File: src/rtl/midi_pkg.sv
// midi_pkg: shared MIDI constants, bit-timing helper and serialiser state type.
// Latency: n/a (declarations only).
// Backpressure: n/a.
package midi_pkg;

  localparam int MIDI_BAUD = 31250;

  // Status bytes the router commonly emits in bursts.
  localparam logic [7:0] MIDI_SYSEX_START  = 8'hF0;
  localparam logic [7:0] MIDI_SYSEX_END    = 8'hF7;
  localparam logic [7:0] MIDI_TIMING_CLOCK = 8'hF8;
  localparam logic [7:0] MIDI_STOP         = 8'hFC;
  localparam logic [7:0] MIDI_ACTIVE_SENSE = 8'hFE;

  typedef enum logic [1:0] {IDLE, START, DATA, STOP} ser_state_t;

  // Clocks per serial bit, integer-truncated.
  function automatic int bit_clks(input int clock, input int baud);
    return clock / baud;
  endfunction

endpackage

File: src/rtl/midi_byte_fifo.sv
// midi_byte_fifo: synchronous first-word-fall-through FIFO with registered full/empty/level.
// Latency: written word visible at rd_data one clock after the write; flags update the cycle after.
// Backpressure: writes while full are ignored; reads while empty are ignored.
module midi_byte_fifo
  import midi_pkg::*;
#(
  parameter int DEPTH = 16,
  parameter int WIDTH = 8,
  localparam int AW = $clog2(DEPTH),
  localparam int LW = AW + 1
) (
  input  logic             clk,
  input  logic             rst,
  input  logic             wr_en,
  input  logic [WIDTH-1:0] wr_data,
  input  logic             rd_en,
  output logic [WIDTH-1:0] rd_data,
  output logic             full,
  output logic             empty,
  output logic [LW-1:0]    level
);

  logic [WIDTH-1:0] mem [DEPTH];
  logic [AW-1:0]    wr_ptr;
  logic [AW-1:0]    rd_ptr;
  logic [LW-1:0]    level_nxt;
  logic             wr_ok;
  logic             rd_ok;

  // Admission looks only at the registered full flag, so a same-cycle pop never frees a slot.
  assign wr_ok   = wr_en && !full;
  assign rd_ok   = rd_en && !empty;
  assign rd_data = mem[rd_ptr];

  // Occupancy after this clock; simultaneous write and read cancel.
  always_comb begin
    level_nxt = level;
    if (wr_ok && !rd_ok) begin
      level_nxt = level + LW'(1);
    end else if (!wr_ok && rd_ok) begin
      level_nxt = level - LW'(1);
    end
  end

  // Storage array; contents need no reset since level gates every read.
  always_ff @(posedge clk) begin
    if (wr_ok) begin
      mem[wr_ptr] <= wr_data;
    end
  end

  // Pointers wrap modulo DEPTH; level tells full apart from empty.
  always_ff @(posedge clk) begin
    if (!rst) begin
      wr_ptr <= '0;
      rd_ptr <= '0;
      level  <= '0;
      full   <= 1'b0;
      empty  <= 1'b1;
    end else begin
      if (wr_ok) wr_ptr <= wr_ptr + AW'(1);
      if (rd_ok) rd_ptr <= rd_ptr + AW'(1);
      level <= level_nxt;
      full  <= (level_nxt == LW'(DEPTH));
      empty <= (level_nxt == '0);
    end
  end

endmodule

File: src/rtl/midi_tx_queue.sv
// midi_tx_queue: buffers router bytes and serialises them as 8N1 MIDI frames, plus a stretched activity flag.
// Latency: a byte written into an idle, empty queue starts its start bit two clocks later; frames run back to back.
// Backpressure: none toward the router; writes while full are dropped, pulsed on overflow and counted.
module midi_tx_queue
  import midi_pkg::*;
#(
  parameter int CLOCK    = 12_000_000,
  parameter int BAUD     = MIDI_BAUD,
  parameter int DEPTH    = 16,
  parameter int ACT_CLKS = CLOCK / 20
) (
  input  logic                   clk,
  input  logic                   rst,
  input  logic                   txdv,
  input  logic [7:0]             txdata,
  output logic                   full,
  output logic                   empty,
  output logic [$clog2(DEPTH):0] level,
  output logic                   overflow,
  output logic [7:0]             drop_count,
  output logic                   outport,
  output logic                   activity_out
);

  localparam int BIT_CLKS = bit_clks(CLOCK, BAUD);
  localparam int CW       = (BIT_CLKS > 1) ? $clog2(BIT_CLKS) : 1;
  localparam int ACT_W    = (ACT_CLKS > 0) ? $clog2(ACT_CLKS + 1) : 1;

  ser_state_t        state;
  ser_state_t        state_nxt;
  logic [CW-1:0]     bit_cnt;
  logic [CW-1:0]     bit_cnt_nxt;
  logic [2:0]        bit_idx;
  logic [2:0]        bit_idx_nxt;
  logic [7:0]        shreg;
  logic [7:0]        fifo_dat;
  logic              pop;
  logic              bit_last;
  logic              line_nxt;
  logic [ACT_W-1:0]  hold_cnt;

  midi_byte_fifo #(
    .DEPTH (DEPTH),
    .WIDTH (8)
  ) u_fifo (
    .clk     (clk),
    .rst     (rst),
    .wr_en   (txdv),
    .wr_data (txdata),
    .rd_en   (pop),
    .rd_data (fifo_dat),
    .full    (full),
    .empty   (empty),
    .level   (level)
  );

  assign bit_last = (bit_cnt == CW'(BIT_CLKS - 1));

  // Serialiser next state, bit timing, pop request and the line level for the current state.
  always_comb begin
    state_nxt   = state;
    bit_cnt_nxt = bit_cnt;
    bit_idx_nxt = bit_idx;
    pop         = 1'b0;
    line_nxt    = 1'b1;
    case (state)
      IDLE: begin
        line_nxt = 1'b1;
        if (!empty) begin
          pop         = 1'b1;
          state_nxt   = START;
          bit_cnt_nxt = '0;
        end
      end
      START: begin
        line_nxt = 1'b0;
        if (bit_last) begin
          state_nxt   = DATA;
          bit_cnt_nxt = '0;
          bit_idx_nxt = '0;
        end else begin
          bit_cnt_nxt = bit_cnt + CW'(1);
        end
      end
      DATA: begin
        line_nxt = shreg[bit_idx];
        if (bit_last) begin
          bit_cnt_nxt = '0;
          if (bit_idx == 3'd7) begin
            state_nxt = STOP;
          end else begin
            bit_idx_nxt = bit_idx + 3'd1;
          end
        end else begin
          bit_cnt_nxt = bit_cnt + CW'(1);
        end
      end
      STOP: begin
        line_nxt = 1'b1;
        if (bit_last) begin
          bit_cnt_nxt = '0;
          if (!empty) begin
            pop       = 1'b1;
            state_nxt = START;
          end else begin
            state_nxt = IDLE;
          end
        end else begin
          bit_cnt_nxt = bit_cnt + CW'(1);
        end
      end
      default: begin
        state_nxt = IDLE;
      end
    endcase
  end

  // Serialiser registers; outport is registered so the line is glitch-free and lags state by one clock.
  always_ff @(posedge clk) begin
    if (!rst) begin
      state   <= IDLE;
      bit_cnt <= '0;
      bit_idx <= '0;
      shreg   <= '0;
      outport <= 1'b1;
    end else begin
      state   <= state_nxt;
      bit_cnt <= bit_cnt_nxt;
      bit_idx <= bit_idx_nxt;
      outport <= line_nxt;
      if (pop) shreg <= fifo_dat;
    end
  end

  // Drop accounting: one pulse per rejected write, count saturates at 255.
  always_ff @(posedge clk) begin
    if (!rst) begin
      overflow   <= 1'b0;
      drop_count <= '0;
    end else begin
      overflow <= txdv && full;
      if (txdv && full && (drop_count != 8'hFF)) begin
        drop_count <= drop_count + 8'd1;
      end
    end
  end

  // Activity hold: reloaded while a frame is on the wire, counts down once idle.
  always_ff @(posedge clk) begin
    if (!rst) begin
      hold_cnt <= '0;
    end else if (state != IDLE) begin
      hold_cnt <= ACT_W'(ACT_CLKS);
    end else if (hold_cnt != '0) begin
      hold_cnt <= hold_cnt - ACT_W'(1);
    end
  end

  assign activity_out = (state != IDLE) || (hold_cnt != '0);

endmodule
File: config.mk
export PLATFORM = sky130hd
export DESIGN_NAME = midi_tx_queue
export DESIGN_NICKNAME = d
export VERILOG_FILES = /design/src/rtl/midi_pkg.sv /design/src/rtl/midi_byte_fifo.sv /design/src/rtl/midi_tx_queue.sv
export SDC_FILE = /design/constraint.sdc
export NUM_CORES = 1
export LEC_CHECK = 0
export ABC_AREA = 1
export BUFFER_PORTS_ARGS = -buffer_cell sky130_fd_sc_hd__buf_4
export CORE_ASPECT_RATIO = 1.2
export CORE_MARGIN = 4
export CORE_UTILIZATION = 50
export CTS_CLUSTER_DIAMETER = 30
export DETAILED_ROUTE_END_ITERATION = 10
export PLACE_DENSITY = 0.66
export SYNTH_ARGS = -nofsm -noshare
export SYNTH_HDL_FRONTEND = slang
export SYNTH_SLANG_ARGS = --single-unit
File: constraint.sdc
create_clock -name clk -period 5.4 [get_ports clk]
set_clock_uncertainty 0.05 [all_clocks]
set_input_delay 0.81 -clock clk [delete_from_list [all_inputs] [get_ports clk]]
set_output_delay 0.81 -clock clk [all_outputs]
set_load 0.01 [all_outputs]
### Word level (Yosys, flattened, before mapping)

Memories as Yosys holds them, arrays and structs flattened. A register that Yosys moved wholly into a read port is not among the register bits.
Cells that the tools add are included.
Widths: inputs -> output; s select.

| operators by class | value |
|---|---|
| reduce and logical (&&, ||, !) cells | 23 |
| $add $sub $neg | 8 |
| $lt $le $gt $ge | 1 |
| bitwise operators | 1 |
| mux-type cells | 26 |
| equality and inequality tests | 13 |

Operator list:

| kind | number |
|---|---|
| $mux 20 | 2 |
| $reduce_bool 20->1 | 1 |
| $sub 20x1->20 const B | 1 |
| $mux 9 | 2 |
| $pmux 9 s2 | 1 |
| $ne 2x2->1 const B | 6 |
| $mux 2 | 5 |
| $mux 5 | 2 |
| $add 9x1->9 const B | 1 |
| $eq 9x9->1 const B | 1 |
| $mux 3 | 3 |
| $add 4x1->4 const B | 2 |
| $add 8x1->8 const B | 1 |
| $ne 8x8->1 const B | 1 |
| $pmux 2 s4 | 1 |
| $logic_and 1x1->1 | 6 |
| $mux 1 | 6 |
| $pmux 3 s2 | 1 |
| $reduce_bool 2->1 | 3 |
| $add 5x1->5 const B | 1 |
| $eq 5x5->1 const B | 1 |
| $logic_not 1->1 | 5 |
| $logic_not 5->1 | 1 |
| $reduce_and 5->1 | 1 |
| 15 further kinds | 17 |

| word-level totals | value |
|---|---|
| output and inout port bits | 18 |
| bits in registers | 59 |
| logic and storage cells | 86 |
| memory bits (writable) | 128 |
| memories kept | 1 |

Memories:

| name | depth | width | read ports | clocked after memory_dff | write ports | RTL line | source |
|---|---|---|---|---|---|---|---|
| u_fifo.mem | 16 | 8 | 1 | 1 | 1 | midi_byte_fifo.sv:23 | `logic [WIDTH-1:0] mem [DEPTH];` |

### Logic depth before layout (Yosys ltp)

| logic depth | value |
|---|---|
| word-level depth | 8 |
| mapped depth | 13 |

### By module

From an unflattened synthesis, not the netlist that was laid out.

| second synthesis, totals | value |
|---|---|
| cells, all modules | 981 |
| area, all modules | 9,148.8 um^2 |

Modules (own cells, without submodules):

| module | cells each | area an instance (um^2) | times used |
|---|---|---|---|
| midi_byte_fifo | 554 | 6,236.0 | 1 |
| midi_tx_queue | 427 | 2,912.8 | 1 |

### Worst setup path before layout

No wires, ideal clock.

| timing path | value |
|---|---|
| path type | in2reg |
| start | input txdv |
| end | memory u_fifo.mem[3][0], enable pin |
| path buffers | 0 |
| setup time | 370 ps |
| data arrival time | 1,738 ps |
| stages | 6 |
| path slack | 3,241 ps |
| cell sequence | inv_1 nor2_4 inv_2 nor2_1 nand2_1 nor2_1 |

| between the ends | value |
|---|---|
| cells in the longest elaborated chain, start to end | 3 |

Ends and longest elaborated chain:

| element | RTL line | source |
|---|---|---|
| start, declared | midi_tx_queue.sv:14 | `input logic txdv,` |
| $logic_and 1x1->1 | midi_byte_fifo.sv:31 | `assign wr_ok = wr_en && !full;` |
| $mux 1 | midi_byte_fifo.sv:47 | `if (wr_ok) begin` |
| $mux 1 (implied by the code) | midi_byte_fifo.sv:48 | `mem[wr_ptr] <= wr_data;` |
| end, declared | midi_byte_fifo.sv:23 |  |

Every way passes these cells.

### Final worst setup path

| timing path | value |
|---|---|
| start | register hold_cnt[0] |
| end | output activity_out |

| between the ends | value |
|---|---|
| cells in the longest elaborated chain, start to end | 2 |

Ends and longest elaborated chain:

| element | RTL line | source |
|---|---|---|
| start, declared | midi_tx_queue.sv:40 | `logic [ACT_W-1:0] hold_cnt;` |
| start signal, assigned | midi_tx_queue.sv:153 | `hold_cnt <= ACT_W'(ACT_CLKS);` |
| start signal, assigned | midi_tx_queue.sv:155 | `hold_cnt <= hold_cnt - ACT_W'(1);` |
| $reduce_bool 20->1 | midi_tx_queue.sv:159 | `assign activity_out = (state != IDLE) \|\| (hold_cnt != '0);` |
| $logic_or 1x1->1 | midi_tx_queue.sv:159 |  |
| end, declared | midi_tx_queue.sv:22 | `output logic activity_out` |

Every way passes these cells.

==> metrics.md <==
| Metric | Value |
|---|---|
| Pwr dens | 499.4 mW/mm^2 |
| Hold/Removal Path Class | register to register |
| Fin nets | 871 |
| Vias per Instance | 5.704 |
| GRT overflow | 0 |
| Post CTS Setup Buffer Count | 0 |
| Placed Cells | 1,036 |
| Yosys warnings | 0 |
| VDD IR-drop max | 0.0002908 V |
| Hold Vio Cnt, Final | 0 |
| Clock slew at reported path FFs | 0.08 ns |
| CP Launch Type | register |
| Post-synth EDFFs | 128 |
| Fin cells | 1,068 |
| Relative slew slack | 0.2712 |
| Compound-Gate Fraction of Synth Area | 0.1405 |
| H-tree depth | 4 |
| Min-delay src | bit_cnt[5] |
| CTS sink cnt | 195 |
| Via Count | 6,092 |
| Minimum setup slack in the final design | 2.549 ns |
| Slowest-stage cell, CP | dfxtp_1 |
| Final wirelength | 18,750 um |
| Critical Path Most Common Cell | inv_1 |
| Hold_buf cts | 0 |
| Post-CTS Resized | 0 |
| Drt drc | 0 |
| Clk Latency, worst-skew pair | 0.43 ns |
| Mapped Avg Cell Area | 10.24 sq um |
| CP Capture Type | primary output |
| Largest net degree at the start of global routing | 68 |
| Final Max Tran Viols | 0 |
| Fin area | 0.009422 sq mm |
| Syn-to-layout area delta | 11.09% |
| Finish-stage setup viols | 0 |
| First-pass GRT wire length | 30,160 um |
| Post-DP HPWL | 12,630 um |
| Share of synthesized registers carrying an async set or reset | 0 |
| Depth of the most critical reg-to-reg path | 6 |
| Max-cap violations | 0 |
| Avg WL per Cell | 17.56 um |
| Vias in the first global route | 5,810 |
| Smallest hold slack | 0.4383 ns |
| Worst slack, placed | 2.729 ns |
| Starting Density | 0.5151 |
| Largest family of logic cells by synthesized area | simple AND/OR/NAND/NOR gates |
| Fin crit period | 2.851 ns |
| Critical path's largest stage delay | 0.35 ns |
| Port Buffer Count | 28 |
| Data required, critical path | 4.54 ns |
| Maximum fanout along the worst path | 5 |
| Synthesized cell area | 0.008481 sq mm |
| Post-Synth Adder-Cell Area | 0.02508 |
| Gr usage total | 0.2031 |
| Biggest area consumer among synthesized cells | edfxtp_1 |
| Sequential share of the synthesized area | 0.6114 |
| Peak Freq | 350.7 MHz |
| Post-place instance area | 0.008826 sq mm |
| Syn Inst Count | 828 |
| CP Class | register to primary output |
| Total core area | 0.01646 sq mm |
| Die X | 126.9 um |
| Post-route ant nets | 0 |
| End of the worst register-to-register path | shreg[6] |
| Number of CTS-inserted buffers | 17 |
| Clock root buffer | clkbuf_16 |
| Worst EP arrival | 1.99 ns |
| Mapped Nets | 856 |
| RD Place Congestion | 0.8829 |
| Outcome | complete, no violations |
| Die H | 150.7 um |
| Setup slack, reg-to-reg | 2.87 ns |
| Tightest Pin Transition | 1.092 ns |
| Initial antenna violation count | 0 |
| Post-Synth Simple-Gate Area | 0.1676 |
| Num rows | 51 |
| Reg2reg start | u_fifo.rd_ptr[0] |
| Crit path capture | activity_out |
| Layout cells sized above 1 | 0.1238 |
| XOR/XNOR share of the synthesized area | 0.01033 |
| DRT Pass-1 Iters | 6 |
| Synthesized flop and latch total | 195 |
| Top FF cell, synth | edfxtp_1 |
| RSZ-0062 raised after global routing | false |
| Util after Layout | 0.5723 |
| Lkg Pwr | 3.399 nW |
| Cell Chain, Critical Path | inv_1 -> ha_1 -> nand3_2 -> nor2_2 -> nand3_1 -> inv_1 -> nand4_1 -> buf_4 |
| Commonest non-fill, non-tap cell in the layout | nor2_1 |
| CTS tree | built |
| Setup crit start | hold_cnt[0] |
| Distinct cells, synth | 48 |
| Total Power | 4.705 mW |
| Most frequent cells in the layout | nor2_1, edfxtp_1, o21ai_0 |
| Post-synthesis mux area share | 0 |
| Max clock buf depth | 2 |
| Io pins | 29 |
| Die ar. | 0.01912 sq mm |
| Number of diodes | 0 |
| Crit share post-route | 0.5280 |
| Setup TNS | 0 ns |
| Top cells by area, synth | edfxtp_1, dfxtp_1, nor2_1 |
| 1st-iter DRT viols | 536 |
| Post-synth top area share | 0.4532 |
## synthesized netlist by cell type (2+ instances only)
library cell / n
nor2_1: 136
or2_2: 3
inv_2: 9
clkinv_1: 2
nor3b_1: 3
o221ai_1: 21
o22ai_1: 13
xor2_1: 7
o21ai_1: 3
nand3_2: 7
a211oi_1: 5
or2_1: 2
o211ai_1: 8
xnor2_1: 3
nor2_4: 3
buf_2: 8
nand4_1: 8
a21oi_1: 38
nand2_4: 3
a31oi_1: 12
edfxtp_1: 128
nand3b_1: 2
nand3_1: 30
clkbuf_1: 21
nor2_2: 7
o21a_1: 2
buf_1: 3
ha_1: 17
inv_1: 52
nand2_2: 7
o21ai_0: 95
dfxtp_1: 67
nand2_1: 74
nor3_1: 15
## kinds of logic after synthesis
kind of cell	after synthesis
AO/OA/AOI/OAI	203
XOR/XNOR	10
adder cells (fa/ha/maj)	17
buffers and inverters	97
flip-flops	195
AND/OR/NAND/NOR	306
## worst max-delay path: cells and delay by family (launching register included)
family / cells / cell delay (ns)
buf+inv: 3 / 0.38
flops: 1 / 0.35
simple gates: 4 / 0.61
fa+ha+maj: 1 / 0.22
## sequential cells by signal, summed over array words and instances (netlist names)
| register | flops |
|---|---|
| u_fifo.wr_ptr | 4 |
| drop_count | 8 |
| hold_cnt | 20 |
| bit_idx | 3 |
| bit_cnt | 9 |
| u_fifo.mem | 128 |
| u_fifo.level | 5 |
| shreg | 8 |
| overflow | 1 |
| u_fifo.rd_ptr | 4 |
| u_fifo.full | 1 |
| u_fifo.empty | 1 |
| outport | 1 |
| state | 2 |
## area by class of cell
cell class	instances	area, sq um
clock buffer	18	429.2
clock inverter	14	166.4
fill	1405	7042
inverter	63	236.5
multi-input combinational	536	2913
sequential	195	5186
tap	212	265.3
timing repair buffer	30	225.2
## how the worst min path moves through the flow
stage	end	slack, ns	cells past startpoint
2_1_floorplan	bit_cnt[1]	0.41	2
3_3_place_gp	bit_cnt[5]	0.42	2
3_5_place_dp	bit_cnt[5]	0.43	2
4_1_cts	bit_cnt[5]	0.44	2
5_1_grt	hold_cnt[3]	0.47	2
6_report	bit_cnt[5]	0.44	2
## layer usage
| metal | vias up | track usage | wire length [um] |
|---|---|---|---|
| li1 | 2967 | - | - |
| met1 | 2923 | 0.2520 | 7999 |
| met2 | 170 | 0.3583 | 9571 |
| met3 | 32 | 0.03762 | 779 |
| met4 | 0 | 0.06760 | 400 |
| met5 | - | 0 | 0 |
## power by group
part,internal (mW),switching (mW),leakage [nW]
Combinational,0.513,1.04,1.41
Clock,0.698,0.561,0.289
Sequential,1.76,0.134,1.70
Total,2.97,1.74,3.40
Power figures use the tool's default switching activity.
